**src/rtl/ctrl_pipeline_pkg.sv**
```systemverilog
// rtl/ctrl_pipeline_pkg.sv - forwarding select encodings and control bundle layout
package ctrl_pipeline_pkg;

  localparam logic [1:0] FWD_REG = 2'b00;
  localparam logic [1:0] FWD_MEM = 2'b01;
  localparam logic [1:0] FWD_WB  = 2'b10;

  typedef struct packed {
    logic reg_wren;
    logic mem_to_reg;
    logic mem_wr;
    logic alu_src;
    logic branch;
  } ctrl_t;

  localparam int CTRL_W = $bits(ctrl_t);

  // The youngest producer wins: EX/MEM result over MEM/WB result over the regfile.
  function automatic logic [1:0] fwd_pick(input logic mem_hit, input logic wb_hit);
    if (mem_hit) return FWD_MEM;
    if (wb_hit)  return FWD_WB;
    return FWD_REG;
  endfunction

endpackage

```
**src/rtl/ctrl_stage_reg.sv**
```systemverilog
// rtl/ctrl_stage_reg.sv - one pipeline control register: valid bit plus payload
module ctrl_stage_reg
  import ctrl_pipeline_pkg::*;
#(
  parameter int PAY_W = CTRL_W
) (
  input  logic             clk,
  input  logic             rst_n,
  input  logic             hold,
  input  logic             bubble,
  input  logic             in_valid,
  input  logic [PAY_W-1:0] in_pay,
  output logic             out_valid,
  output logic [PAY_W-1:0] out_pay
);

  // Hold keeps the stage, a bubble or an invalid source loads an all-zero slot, otherwise capture.
  always_ff @(posedge clk or negedge rst_n) begin
    if (!rst_n) begin
      out_valid <= 1'b0;
      out_pay   <= '0;
    end else if (!hold) begin
      if (bubble || !in_valid) begin
        out_valid <= 1'b0;
        out_pay   <= '0;
      end else begin
        out_valid <= 1'b1;
        out_pay   <= in_pay;
      end
    end
  end

endmodule

```
**src/rtl/ctrl_pipeline.sv**
```systemverilog
// rtl/ctrl_pipeline.sv - ID/EX, EX/MEM, MEM/WB control carry with hazard and forwarding logic
module ctrl_pipeline
  import ctrl_pipeline_pkg::*;
#(
  parameter int REG_W  = 4,
  parameter bit FWD_EN = 1'b1
) (
  input  logic             clk,
  input  logic             rst_n,
  input  logic             id_valid,
  input  logic             id_reg_wren,
  input  logic             id_mem_to_reg,
  input  logic             id_mem_wr,
  input  logic             id_alu_src,
  input  logic             id_dst_reg_sel,
  input  logic             id_branch,
  input  logic [REG_W-1:0] id_rs,
  input  logic [REG_W-1:0] id_rt,
  input  logic [REG_W-1:0] id_rd,
  input  logic             id_rs_used,
  input  logic             id_rt_used,
  input  logic             ex_br_taken,
  input  logic             mem_busy,
  output logic             ex_valid,
  output logic             ex_reg_wren,
  output logic             ex_mem_to_reg,
  output logic             ex_mem_wr,
  output logic             ex_alu_src,
  output logic             ex_branch,
  output logic [REG_W-1:0] ex_rs,
  output logic [REG_W-1:0] ex_rt,
  output logic             mem_valid,
  output logic             mem_reg_wren,
  output logic             mem_mem_to_reg,
  output logic             mem_mem_wr,
  output logic             wb_reg_wren,
  output logic             wb_mem_to_reg,
  output logic [REG_W-1:0] wb_dst,
  output logic [1:0]       fwd_a,
  output logic [1:0]       fwd_b,
  output logic             stall_fe,
  output logic             flush_fe
);

  localparam int IDEX_W  = CTRL_W + 3 * REG_W;
  localparam int EXMEM_W = 3 + REG_W;
  localparam int MEMWB_W = 2 + REG_W;

  ctrl_t              id_ctrl;
  ctrl_t              ex_ctrl;
  logic [REG_W-1:0]   id_dst;
  logic [REG_W-1:0]   ex_dst;
  logic [REG_W-1:0]   mem_dst;
  logic [IDEX_W-1:0]  idex_q;
  logic [EXMEM_W-1:0] exmem_q;
  logic [MEMWB_W-1:0] memwb_q;
  logic               wb_valid;
  logic               wb_wren_raw;
  logic               idex_bubble;
  logic               ex_src_hit;
  logic               mem_src_hit;
  logic               load_use;
  logic               raw_unfwd;
  logic               hazard;
  logic               flush;

  assign id_ctrl = {id_reg_wren, id_mem_to_reg, id_mem_wr, id_alu_src, id_branch};
  assign id_dst  = id_dst_reg_sel ? id_rd : id_rt;

  ctrl_stage_reg #(.PAY_W(IDEX_W)) u_idex (
    .clk(clk), .rst_n(rst_n), .hold(mem_busy), .bubble(idex_bubble),
    .in_valid(id_valid), .in_pay({id_ctrl, id_dst, id_rs, id_rt}),
    .out_valid(ex_valid), .out_pay(idex_q)
  );

  assign {ex_ctrl, ex_dst, ex_rs, ex_rt} = idex_q;
  assign ex_reg_wren   = ex_ctrl.reg_wren;
  assign ex_mem_to_reg = ex_ctrl.mem_to_reg;
  assign ex_mem_wr     = ex_ctrl.mem_wr;
  assign ex_alu_src    = ex_ctrl.alu_src;
  assign ex_branch     = ex_ctrl.branch;

  ctrl_stage_reg #(.PAY_W(EXMEM_W)) u_exmem (
    .clk(clk), .rst_n(rst_n), .hold(mem_busy), .bubble(1'b0),
    .in_valid(ex_valid), .in_pay({ex_reg_wren, ex_mem_to_reg, ex_mem_wr, ex_dst}),
    .out_valid(mem_valid), .out_pay(exmem_q)
  );

  assign {mem_reg_wren, mem_mem_to_reg, mem_mem_wr, mem_dst} = exmem_q;

  ctrl_stage_reg #(.PAY_W(MEMWB_W)) u_memwb (
    .clk(clk), .rst_n(rst_n), .hold(mem_busy), .bubble(1'b0),
    .in_valid(mem_valid), .in_pay({mem_reg_wren, mem_mem_to_reg, mem_dst}),
    .out_valid(wb_valid), .out_pay(memwb_q)
  );

  assign {wb_wren_raw, wb_mem_to_reg, wb_dst} = memwb_q;
  assign wb_reg_wren = wb_valid & wb_wren_raw;

  // R0 never creates a dependency, so a zero destination never matches a source.
  assign ex_src_hit  = id_valid && (ex_dst != '0) &&
                       ((id_rs_used && (id_rs == ex_dst)) || (id_rt_used && (id_rt == ex_dst)));
  assign mem_src_hit = id_valid && (mem_dst != '0) &&
                       ((id_rs_used && (id_rs == mem_dst)) || (id_rt_used && (id_rt == mem_dst)));

  // A load's data exists only from WB onward, so its consumer waits one slot; without
  // forwarding every EX/MEM producer has to reach WB before the consumer may enter EX.
  assign load_use  = ex_valid & ex_mem_to_reg & ex_src_hit;
  assign raw_unfwd = (ex_valid & ex_reg_wren & ex_src_hit) | (mem_valid & mem_reg_wren & mem_src_hit);
  assign hazard    = load_use | (!FWD_EN & raw_unfwd);
  assign flush     = ex_valid & ex_branch & ex_br_taken;

  // Front-end control: a busy memory freezes everything, then a taken branch, then a data stall.
  always_comb begin
    stall_fe    = 1'b0;
    flush_fe    = 1'b0;
    idex_bubble = 1'b0;
    if (mem_busy) begin
      stall_fe = 1'b1;
    end else if (flush) begin
      flush_fe    = 1'b1;
      idex_bubble = 1'b1;
    end else if (hazard) begin
      stall_fe    = 1'b1;
      idex_bubble = 1'b1;
    end
  end

  // Operand selects; the load-use stall keeps a load in MEM from ever feeding a consumer in EX.
  always_comb begin
    fwd_a = FWD_REG;
    fwd_b = FWD_REG;
    if (FWD_EN) begin
      fwd_a = fwd_pick(mem_valid && mem_reg_wren && (mem_dst != '0) && (mem_dst == ex_rs),
                       wb_reg_wren && (wb_dst != '0) && (wb_dst == ex_rs));
      fwd_b = fwd_pick(mem_valid && mem_reg_wren && (mem_dst != '0) && (mem_dst == ex_rt),
                       wb_reg_wren && (wb_dst != '0) && (wb_dst == ex_rt));
    end
  end

endmodule

```
**config.mk**
```make
export PLATFORM = sky130hd
export DESIGN_NAME = ctrl_pipeline
export DESIGN_NICKNAME = d
export VERILOG_FILES = /design/src/rtl/ctrl_pipeline_pkg.sv /design/src/rtl/ctrl_stage_reg.sv /design/src/rtl/ctrl_pipeline.sv
export SDC_FILE = /design/constraint.sdc
export NUM_CORES = 1
export LEC_CHECK = 0
export CAP_MARGIN = 5
export CORE_MARGIN = 2
export CORE_UTILIZATION = 47
export DETAILED_ROUTE_END_ITERATION = 6
export GPL_ROUTABILITY_DRIVEN = 0
export PLACE_DENSITY = 0.83
export SYNTH_ARGS = -nofsm -noshare
export SYNTH_HDL_FRONTEND = slang
export SYNTH_SLANG_ARGS = --single-unit
export TNS_END_PERCENT = 30
```
**constraint.sdc**
```tcl
create_clock -name clk -period 2.2 [get_ports clk]
set_input_delay 0.22 -clock clk [delete_from_list [all_inputs] [get_ports clk]]
set_output_delay 0.22 -clock clk [all_outputs]
set_load 0.005 [all_outputs]
```
==> out/qor.yml <==
run_status: "completed"
wl_per_cell_um: 14.1
max_slew.worst_pin.slew_ns: 0.409
tritoncts: "built"
layout.cell_area.non_filler_um2: 2510
detailed_place_hpwl_um: 2870
postSynthAreaPerCell_um2: 9.80
clk_latency_ns: 0.29
timing.fmax_mhz: 487
final_wl_um: 4060
cp-startpoint: "u_exmem.out_pay[3]$_DFFE_PN0N_"
grt_pass1_vias: 1391
cts_buffers: 5
r2r-end: "u_idex.out_pay[8]$_DFFE_PN0N_"
yosys_warnings: 0
timing.final.crit_share: 0.933
drt_first_pass_iters: 4
mostFrequentLayoutCell: "clkdlybuf4s50_1"
hold_path_end: "u_idex.out_pay[9]$_DFFE_PN0N_"
groute.usage.overall: 0.213
drive_above_1_share: 0.158
synth_nets: 214
remaining_overflow_grt: 0
timing.critical_path.arrival_ns: 1.83
yosysUniqueCellTypes: 29
holdCritStartpoint: "mem_busy"
fin_setup_tns_ns: 0
critical_path.reg2reg.startpoint: "u_idex.out_pay[11]$_DFFE_PN0N_"
maximum_number_of_pins_on_one_net_before_global_route_repair: 39
core_area_um2: 3720
cts.hold.buffers_added: 0
detailedRoute.firstIterationViolations: 67
die_outline_area_um2: 4460
cellPowerDensity_nw_per_um2: 616
cts.root.buffer_cell: "clkbuf_8"
syn-instance-count: 189
cts.clk_slew.worst_paths_ns: 0.07
dpl_worst_slack_ns: 0.0223
postSynth.asyncResetShare: 1.00
timing.critical_path.fanout_max: 2
cts.htree.levels: 2
netlist.top_cell.by_area: "dfrtp_1"
ys_top_cells_by_area: "dfrtp_1 (45%), xnor2_1 (8.5%), nand2_1 (7.5%)"
fin_worst_skew_ns: 0.00510
post_drt_via_cell_ratio: 5.08
yosysTopAreaCellShare: 0.446
max-slew-margin-rel: 0.724
ir_worst_vdd_mv: 0.377
vias: 1464
timing.reg2reg.setup_slack_ns: 0.31
first_pass_grt_wire_length_um: 6910
post_synth_instance_area_um2: 1850
mostFrequentLayoutCells: "clkdlybuf4s50_1 (50), nand2_1 (37), dfrtp_1 (30)"
final_critical_path_setup_slack_ns: 0.148
nets: 264
num_rows: 22
max-clock-path-buffers: 2
postSynth.topFlopCell: "dfrtp_1"
diodes: 0
timing_hold_violations_final: 0
worstPathRequired_ns: 1.98
numPlacedInstances: 279
cp-start-kind: "register"
yosys_register_bits: 33
postPlaceCellArea_um2: 2380
max_slew_vio_count: 0
timing.hold.worst.class: "in2reg"
antenna_found_initial: 0
io_buffer_count: 54
cts_num_sinks: 33
detail_route.drc_violations: 0
die_h_um: 66.8
synth_sequential_area_ratio: 0.446
setup.worst_path.class: "reg2out"
maxCapViolCount: 0
final.hold.worst_slack_ns: 0.219
hold_depth: 2
period_minus_slack_ns: 2.05
synth-edff-count: 0
setup_violations: 0
antenna_left: 0
rsz0062_at_grt: "no"
areaGrowthSynthToFinish_pct: 35.6
start_util: 0.499
timing.critical_path.to_type: "primary output"
leakage_uw: 0.00109
die_x_um: 66.8
rr_worst_depth: 6
instances_no_fill: 288
pin_count: 55
-- synth_stat cells, drive strengths merged, types with 3 or more instances --
cell type   n
a22o        4
buf        18
clkbuf      4
dfrtp      33
inv        13
mux2i       4
nand2      37
nand4       7
nor2        3
nor3        4
o21ai      10
o31ai      17
xnor2      18
xor2        6
-- how the worst max path moves through the flow --
stage                    end  cells after the start
floorplan           fwd_a[1]                      4
global route        fwd_b[0]                      5
CTS                 stall_fe                      6
global placement    stall_fe                      7
detailed placement  stall_fe                      7
finish              fwd_a[0]                      4
-- metrics by stage --
stage           util  power [uW]
3_5_place_dp   0.640        1040
6_report       0.676        1550
3_3_place_gp   0.640        1030
2_1_floorplan      -         895
4_1_cts        0.670        1550
5_1_grt        0.676        1640
-- cell families (layout without fill, tap and decap cells) --
| kind of cell | Yosys count | count (layout) | synth area share |
|---|---|---|---|
| mux | 5 | 5 | 0.0277 |
| compound gates | 34 | 34 | 0.161 |
| xor+xnor | 24 | 24 | 0.113 |
| buf+inv | 35 | 86 | 0.105 |
| flops | 33 | 33 | 0.446 |
| simple gates | 58 | 58 | 0.147 |
-- worst max-delay path: stages (launching register included) --
cell	delay [ns]
dfrtp_1	0.38
or4_1	0.51
nand3_1	0.13
nor2_1	0.09
clkdlybuf4s50_1	0.45
-- report_power, final --
part / total, uW / switching [uW] / internal (uW)
clock: 508 / 225 / 283
combinational: 328 / 139 / 189
sequential: 711 / 57.1 / 654
-- routing by layer --
metal	track usage	vias to the layer above	wire [um]
met5	0	-	0
met4	0.0791	0	74
met3	0.0608	7	256
met2	0.329	50	1880
met1	0.285	680	1850
li1	-	727	-
-- final cells by class --
type                            instances  area [um2]
Fill cell                             309        1200
Multi-Input combinational cell        121         855
Sequential cell                        33         830
Timing Repair Buffer                   65         618
Clock buffer                            7        96.3
Tap cell                               48        60.1
Inverter                               13        48.8
Clock inverter                          1        5.00
-- state kept, by name (all words and copies together) (netlist names) --
name / cells
u_memwb.out_valid: 1
u_exmem.out_pay: 7
u_idex.out_valid: 1
u_exmem.out_valid: 1
u_memwb.out_pay: 6
u_idex.out_pay: 17
-- what timing repair did --
| action | CTS | global route |
|---|---|---|
| buffers inserted | 0 | 1 |
| setup endpoints to repair | 3 | 1 |
| pin swaps | 0 | 3 |
| resized for setup | 6 | 4 |
Note: power is estimated with default switching activity, not from simulation.
